===== config.mk =====
export PLATFORM = sky130hd
export DESIGN_NAME = barrel_shift_arbiter
export DESIGN_NICKNAME = d
export VERILOG_FILES = /design/src/rtl/barrel_shift_pkg.sv /design/src/rtl/Barrel_Shift_R_Gen.sv /design/src/rtl/barrel_shift_arbiter.sv
export SDC_FILE = /design/constraint.sdc
export NUM_CORES = 1
export LEC_CHECK = 0
export CAP_MARGIN = 20
export CORE_UTILIZATION = 23
export DETAILED_ROUTE_END_ITERATION = 8
export GPL_ROUTABILITY_DRIVEN = 0
export GPL_TIMING_DRIVEN = 1
export REMOVE_ABC_BUFFERS = 1
export SETUP_SLACK_MARGIN = 0.02
export SLEW_MARGIN = 20
export SYNTH_ARGS = -nofsm -noshare
export SYNTH_HDL_FRONTEND = slang
export SYNTH_SLANG_ARGS = --single-unit

===== constraint.sdc =====
create_clock -name clk -period 1.3 [get_ports clk]
set_input_delay 0.195 -clock clk [delete_from_list [all_inputs] [get_ports clk]]
set_output_delay 0.195 -clock clk [all_outputs]
set_load 0.02 [all_outputs]

===== src/rtl/barrel_shift_pkg.sv =====
// Shared FSM encoding and default geometry for the two-requester rotate arbiter.
package barrel_shift_pkg;

   localparam int WIDTH_DEF = 8;
   localparam int AMT_W_DEF = 3;

   typedef enum logic [1:0] {
      IDLE  = 2'd0,
      LOAD  = 2'd1,
      SHIFT = 2'd2,
      OUT   = 2'd3
   } state_t;

endpackage


===== src/rtl/Barrel_Shift_R_Gen.sv =====
// Combinational rotate-right: one log2 stage per amount bit, no state, no backpressure.
module Barrel_Shift_R_Gen #(
   parameter int WIDTH = 8,
   parameter int AMT_W = 3
) (
   input  logic [WIDTH-1:0] num,
   input  logic [AMT_W-1:0] amt,
   output logic [WIDTH-1:0] shifted
);

   logic [WIDTH-1:0] acc;

   // Stage i rotates by 2**i when amt[i] is set; the stages compose to a rotate by amt.
   always_comb begin
      acc = num;
      for (int i = 0; i < AMT_W; i++) begin
         if (amt[i]) begin
            acc = (acc >> (1 << i)) | (acc << (WIDTH - (1 << i)));
         end
      end
   end

   assign shifted = acc;

endmodule


===== src/rtl/barrel_shift_arbiter.sv =====
// Round-robin arbiter feeding a rotate unit; accept on T gives out_valid on T+3.
// Requesters stall (ready low) whenever the FSM is not IDLE; the result holds until out_ready.
module barrel_shift_arbiter
   import barrel_shift_pkg::*;
#(
   parameter int WIDTH = WIDTH_DEF,
   parameter int AMT_W = AMT_W_DEF
) (
   input  logic             clk,
   input  logic             rst,
   input  logic             req0_valid,
   input  logic [WIDTH-1:0] req0_num,
   input  logic [AMT_W-1:0] req0_amt,
   output logic             req0_ready,
   input  logic             req1_valid,
   input  logic [WIDTH-1:0] req1_num,
   input  logic [AMT_W-1:0] req1_amt,
   output logic             req1_ready,
   output logic             out_valid,
   output logic [WIDTH-1:0] out_data,
   output logic             out_id,
   input  logic             out_ready,
   output logic             busy
);

   state_t           state;
   state_t           state_nxt;
   logic             ptr;
   logic             grant_any;
   logic             grant_id;
   logic [WIDTH-1:0] cap_num;
   logic [AMT_W-1:0] cap_amt;
   logic             cap_id;
   logic [WIDTH-1:0] shifted;

   // ptr == 1 means requester 1 wins a tie.
   assign grant_any = req0_valid | req1_valid;
   assign grant_id  = req1_valid & (~req0_valid | ptr);

   always_comb begin
      state_nxt  = state;
      req0_ready = 1'b0;
      req1_ready = 1'b0;
      case (state)
         IDLE: begin
            if (grant_any && !rst) begin
               req0_ready = ~grant_id;
               req1_ready = grant_id;
               state_nxt  = LOAD;
            end
         end
         LOAD:    state_nxt = SHIFT;
         SHIFT:   state_nxt = OUT;
         OUT: begin
            if (out_ready) begin
               state_nxt = IDLE;
            end
         end
         default: state_nxt = IDLE;
      endcase
   end

   always_ff @(posedge clk) begin
      if (rst) begin
         state <= IDLE;
      end else begin
         state <= state_nxt;
      end
   end

   always_ff @(posedge clk) begin
      if (rst) begin
         ptr      <= 1'b0;
         cap_num  <= '0;
         cap_amt  <= '0;
         cap_id   <= 1'b0;
         out_data <= '0;
         out_id   <= 1'b0;
      end else begin
         if (state == IDLE && grant_any) begin
            cap_num <= grant_id ? req1_num : req0_num;
            cap_amt <= grant_id ? req1_amt : req0_amt;
            cap_id  <= grant_id;
            ptr     <= ~grant_id;
         end
         if (state == SHIFT) begin
            out_data <= shifted;
            out_id   <= cap_id;
         end
      end
   end

   Barrel_Shift_R_Gen #(
      .WIDTH (WIDTH),
      .AMT_W (AMT_W)
   ) u_rot (
      .num     (cap_num),
      .amt     (cap_amt),
      .shifted (shifted)
   );

   assign out_valid = (state == OUT);
   assign busy      = (state != IDLE);

endmodule


==> flow_summary.json, run 1 <==
{
  "cpMaxStageDelayCell": "dfxtp_2",
  "hold_path_class": "flip-flop to flip-flop",
  "antenna_left": 0,
  "grt_max_degree": 22,
  "rows": 28,
  "min_period_ns": 1.40,
  "crit_chain": "inv_2 -> ha_4 -> inv_4 -> nor3b_4 -> buf_6",
  "boundaryPins": 40,
  "synth.top_cell.area_share_pct": 34.4,
  "register_area_sq_um": 489,
  "ir_drop_uv": 997,
  "vias": 1345,
  "ys_types": 33,
  "syn_avg_cell_area_sq_um": 9.43,
  "synth_cells": 148,
  "finalMaxSlewViolations": 0,
  "postCtsHoldBufs": 0,
  "switching_share_pct": 39.7,
  "drt_wl_total_mm": 3.73,
  "htree_levels": 1,
  "cts_root_buffer": "clkbuf_8",
  "die_x_um": 79.9,
  "sequentialPowerShare_pct": 28.0,
  "antennaDiodeCount": 0,
  "setup_slack_ns": -0.103,
  "violations": "negative setup slack",
  "busiest_layer": "met2",
  "cap_violations": 0,
  "crit_path_max_incr_delay_ns": 0.33,
  "hold_viol_final": 0,
  "post-dp-hpwl_mm": 2.72,
  "multi_input_area_sq_mm": 0.00103,
  "vias_per_cell": 4.77,
  "grt_util_met2_pct": 20.8,
  "ys_top_cells_by_area": "dfxtp_1, a22oi_1, a32o_1",
  "initial_core_util_pct": 23.7,
  "final_common_cell": "clkdlybuf4s50_1",
  "clk_pin_slew_ns": 0.08,
  "nNetsFinal": 240,
  "overflow": 0,
  "met1_usage_pct": 15.8,
  "grt_pass1_vias": 1298,
  "worstSetupPathType": "flip-flop to primary output",
  "cts_tree": "built",
  "area_growth_pct": 65.2,
  "drive_gt1_share_pct": 42.5,
  "ys_seq_area_share_pct": 34.4,
  "clock_latency_ns": 0.26,
  "critPathRequiredTime_ns": 1.11,
  "first_iter_violations": 86,
  "fin_crit_sh_pct": 108,
  "dieArea_sq_mm": 0.00638,
  "crit_fanout": 3,
  "yosysTopAreaCell": "dfxtp_1",
  "p_leak_nw": 0.910,
  "gr-usage-met3_pct": 2.97,
  "ys_seq_elements": 24,
  "yosys_warnings": 0,
  "intPower_w": 0.00258,
  "tightest_slew_ns": 0.470,
  "skew_ns": 0.00414,
  "crit_buf_inv": 3,
  "grt_usage_pct": 12.1,
  "drtPass1Iterations": 4,
  "die_h_um": 79.9,
  "n_fill_cell": 617,
  "cts_made_buffers": 3,
  "final_util_pct": 39.2,
  "end_kind": "primary output",
  "coreArea_sq_mm": 0.00589,
  "p_switching_w": 0.00170,
  "power_w": 0.00429,
  "p_comb_share_pct": 61.9,
  "synth.cell_area_sq_mm": 0.00140,
  "outcome": "finished, violations left",
  "clockBufferDepth": 2,
  "rsz0062_at_grt": "yes",
  "final_cell_mix": "clkdlybuf4s50_1, buf_4, nor2_1",
  "grt_pass1_wl_mm": 6.14,
  "powerDensity_mw_per_mm2": 1860,
  "worstPathArrival_ns": 1.21,
  "p_clk_share_pct": 10.1,
  "clkSinkCount": 24,
  "antenna_found_initial": 0,
  "setup_viol": 17,
  "clock.fmax_mhz": 713,
  "drc": 0,
  "wire_per_inst_um": 13.2,
  "critical-path-top-delay-family": "flip-flops",
  "maxSlewHeadroom_pct": 68.5,
  "port_buffers": 39,
  "startpoint_type": "flip-flop"
}
==> power by group through the flow <==
stage / Clock, W / Combinational (W) / Sequential, W
finish: 0.000434 / 0.00265 / 0.00120
global route: 0.000490 / 0.00285 / 0.00124
CTS: 0.000460 / 0.00222 / 0.00118
detailed placement: 0 / 0.00210 / 0.00117
global placement: 0 / 0.00208 / 0.00117
floorplan: 0 / 0.00107 / 0.00129
==> state kept, by name (all words and copies together) (netlist names) <==
signal / cells
out_id: 1
state: 2
cap_amt: 3
cap_num: 8
cap_id: 1
out_data: 8
ptr: 1
==> per-stage QoR <==
step	setup TNS (ns)	worst slack [ns]	hold WS, ns	std cells	cell area [sq um]
6_report	-0.575	-0.103	0.466	282	2300
5_1_grt	-1.87	-0.164	0.515	282	2300
4_1_cts	-0.408	-0.125	0.469	277	2130
3_5_place_dp	-6.62	-0.613	0.448	273	1990
3_3_place_gp	-6.46	-0.588	0.445	273	1990
2_1_floorplan	-3.29	-0.391	0.260	137	1320
==> what timing repair did <==
action | 4_1_cts | 5_1_grt
setup endpoints to repair | 36 | 26
gates resized for setup | 63 | 29
buffers inserted | 1 | 5
pin swaps | 16 | 21
==> metal layers <==
| metal | vias to the layer above | routed length, um |
|---|---|---|
| met4 | 0 | 13 |
| li1 | 683 | - |
| met1 | 635 | 1730 |
| met2 | 25 | 1850 |
| met3 | 2 | 143 |
| met5 | - | 0 |
==> final timing paths <==
kind	start	to	slack (ns)	cells after the start
setup / recovery	state[0]$_SDFFE_PP0P_	req0_ready	-0.10	5
hold / removal	cap_id$_SDFFE_PP0P_	cap_id$_SDFFE_PP0P_	0.47	1
setup reg to reg	state[0]$_SDFFE_PP0P_	state[1]$_SDFFE_PP0P_	-0.07	7
hold reg to reg	cap_id$_SDFFE_PP0P_	cap_id$_SDFFE_PP0P_	0.47	1
==> Yosys cell counts (all sizes together) <==
master and number:
ha 4, a211o 2, a211oi 9, dfxtp 24, nor3 2, a22oi 14
o211ai 2, nor3b 1, inv 3, nand2 8, buf 9, and4b 1
a21oi 1, nand3 4, clkbuf 2, o22ai 5, or2b 1, o21bai 1
a21boi 1, a32o 8, o21ai 1, mux2 5, nand2b 2, nor2b 4
mux2i 8, nor2 21, a21o 2, a221o 3
==> layout make-up <==
| cell class | instances | share of cell area, % |
|---|---|---|
| inverter | 3 | 0.597 |
| sequential | 24 | 21.2 |
| multi-input combinational | 110 | 44.9 |
| tap | 75 | 4.07 |
| timing repair buffer | 67 | 27.4 |
| clock buffer | 3 | 1.79 |
==> logic make-up (layout without fill, tap and decap cells) <==
family	count (synthesis)	in the layout	synth area share, %
AO/OA/AOI/OAI	49	49	30.0
adder cells (fa/ha/maj)	4	4	3.59
buffers and inverters	14	73	6.55
flip-flops	24	24	34.4
multiplexers	13	13	10.6
AND/OR/NAND/NOR	44	44	14.8
Note: power is estimated with default switching activity, not from simulation.
==> run 2, diff against run 1 <==
--- a/config.mk
+++ b/config.mk
@@ -15,4 +15,5 @@
 export SLEW_MARGIN = 20
 export SYNTH_ARGS = -nofsm -noshare
 export SYNTH_HDL_FRONTEND = slang
+export SYNTH_HIERARCHICAL = 1
 export SYNTH_SLANG_ARGS = --single-unit
==> flow_summary.json, run 2 <==
{
  "drt_wl_total_mm": 3.52,
  "nNetsFinal": 223,
  "cts_root_buffer": "clkbuf_8",
  "clock_latency_ns": 0.28,
  "synth_edf_count": 0,
  "wire_per_inst_um": 13.4,
  "drc": 0,
  "crit_path_max_incr_delay_ns": 0.53,
  "critical-path-top-delay-family": "multiplexers",
  "die_x_um": 79.5,
  "hold_viol_final": 0,
  "outcome": "finished, violations left",
  "min_period_ns": 1.54,
  "design_area_sq_mm": 0.00221,
  "met1_usage_pct": 15.3,
  "cts_made_buffers": 3,
  "rsz0062_at_grt": "yes",
  "hold_path_class": "flip-flop to flip-flop",
  "powerDensity_mw_per_mm2": 1670,
  "skew_ns": 0.0102,
  "startpoint_type": "flip-flop",
  "synth.top_cell.area_share_pct": 34.8,
  "yosysMostFrequentCell": "dfxtp_1",
  "dieArea_sq_mm": 0.00633,
  "holdCritStartpoint": "cap_id$_SDFFE_PP0P_",
  "syn_avg_cell_area_sq_um": 11.1,
  "post-place-ws_ns": -0.641,
  "setup_slack_ns": -0.239,
  "yosysTopAreaCell": "dfxtp_1",
  "cpMaxStageDelayCell": "mux4_2",
  "drive_gt1_share_pct": 37.7,
  "cap_violations": 0,
  "tightest_slew_ns": 0.435,
  "grt_max_degree": 15,
  "busiest_layer": "met2",
  "violations": "negative setup slack",
  "antennaDiodeCount": 0,
  "post-dp-hpwl_mm": 2.60,
  "ys_seq_elements": 24,
  "postSynth.asyncResetShare_pct": 0,
  "ys_seq_area_share_pct": 34.8,
  "clockBufferDepth": 2,
  "ys_top_cells_by_area": "dfxtp_1, mux4_1, a221o_1",
  "yosys_warnings": 6,
  "vias": 1194,
  "yosys-top-cells-count": "dfxtp_1, a221o_1, nand2_1, nor2_1, nor3_1",
  "maxSlewHeadroom_pct": 71.0,
  "timing.setup.tns_ns": -3.90,
  "setup_viol": 26,
  "final_cell_mix": "buf_4, clkdlybuf4s50_1, dfxtp_1",
  "top_regs": "cap_num: 8 flops, out_data: 8 flops, cap_amt: 3 flops",
  "end_kind": "flip-flop",
  "synth-main-ff-cell": "dfxtp_1",
  "htree_levels": 1,
  "worstSetupPathType": "flip-flop to flip-flop",
  "grt_usage_pct": 11.4,
  "clock.fmax_mhz": 650,
  "fin_crit_sh_pct": 118,
  "critPathRequiredTime_ns": 1.48,
  "clk_pin_slew_ns": 0.09,
  "port_buffers": 39,
  "crit_chain": "mux4_2 -> mux2_4 -> mux2i_1 -> nor2_1",
  "r2r-start": "cap_amt[2]$_SDFFE_PP0P_",
  "die_h_um": 79.5,
  "gr-usage-met3_pct": 3.54,
  "boundaryPins": 40,
  "synth_cells": 125,
  "worstPathArrival_ns": 1.72,
  "synth.cell_area_sq_mm": 0.00138,
  "finalMaxSlewViolations": 0,
  "vias_per_cell": 4.54,
  "clkSinkCount": 24,
  "antenna_found_initial": 0,
  "crit_fanout": 8,
  "final_common_cell": "buf_4",
  "ys_types": 26,
  "worstSetupStartpoint": "cap_amt[2]$_SDFFE_PP0P_",
  "first_iter_violations": 40,
  "rows": 27,
  "dpl_cell_area_sq_mm": 0.00201,
  "coreArea_sq_mm": 0.00564,
  "grt_util_met2_pct": 18.0,
  "grt_pass1_wl_mm": 5.65,
  "drtPass1Iterations": 4,
  "initial_core_util_pct": 24.5,
  "crit_buf_inv": 0,
  "ir_drop_uv": 744,
  "p_leak_nw": 0.936,
  "area_growth_pct": 59.7,
  "antenna_left": 0,
  "grt_pass1_vias": 1150,
  "overflow": 0,
  "cts_tree": "built"
}
## run 2: cell types whose count changed after synthesis, sizes merged, moves of 4 or more
| cell | before | now |
|---|---|---|
| o22ai | 5 | 0 |
| a32o | 8 | 0 |
| mux4 | 0 | 8 |
| a22oi | 14 | 0 |
| a221o | 3 | 11 |
| nor3 | 2 | 11 |
| nor2 | 21 | 11 |
| nand3 | 4 | 0 |
| a211oi | 9 | 0 |
## run 2: worst paths after layout
kind	end	slack [ns]	cells after the start
worst max register to register	out_data[6]$_SDFFE_PP0N_	-0.24	4
worst min-delay path	cap_id$_SDFFE_PP0P_	0.46	1
worst max-delay path	out_data[6]$_SDFFE_PP0N_	-0.24	4
worst min register to register	cap_id$_SDFFE_PP0P_	0.46	1
## run 2: logic make-up (layout without fill, tap and decap cells)
kind of cell    after synthesis  count (layout)  share of synthesized area, %
simple gates                 41              41                          15.2
fa+ha+maj                     4               4                          3.62
flops                        24              24                          34.8
mux                          26              26                          29.0
buf+inv                      13              79                          5.97
compound gates               17              17                          11.5
## run 2: through the flow
stage	utilization [%]	hold slack, ns	power (W)	cells
6_report	39.1	0.464	0.00368	263
5_1_grt	39.1	0.481	0.00389	263
4_1_cts	38.0	0.468	0.00357	259
3_5_place_dp	35.7	0.448	0.00264	252
3_3_place_gp	35.7	0.440	0.00261	252
2_1_floorplan	-	0.267	0.00190	115
## run 2: repair_timing
action / 4_1_cts / 5_1_grt
setup endpoints to repair: 36 / 27
pin swaps: 5 / 6
gates resized for setup: 66 / 6
hold buffers: 0 / 0
buffers inserted: 3 / 4
## run 2: area by class of cell
cell class                      instances  area (sq um)
Clock buffer                            3          41.3
Clock inverter                          1          30.0
Fill cell                             558          3430
Inverter                                3          13.8
Multi-Input combinational cell         88           876
Sequential cell                        24           490
Tap cell                               72          90.1
Timing Repair Buffer                   72           667
## run 2: where the power goes
group	switching (W)	internal [W]	leakage (nW)
clock network	0.000260	0.000413	0.0357
logic	0.000752	0.00116	0.702
registers	0.000188	0.000911	0.198
total	0.00120	0.00248	0.936
## run 2: layer usage
metal	routed length (um)	share of wire [%]
met5	0	0
met4	28	0.80
met3	192	5.5
met2	1590	45
met1	1700	48
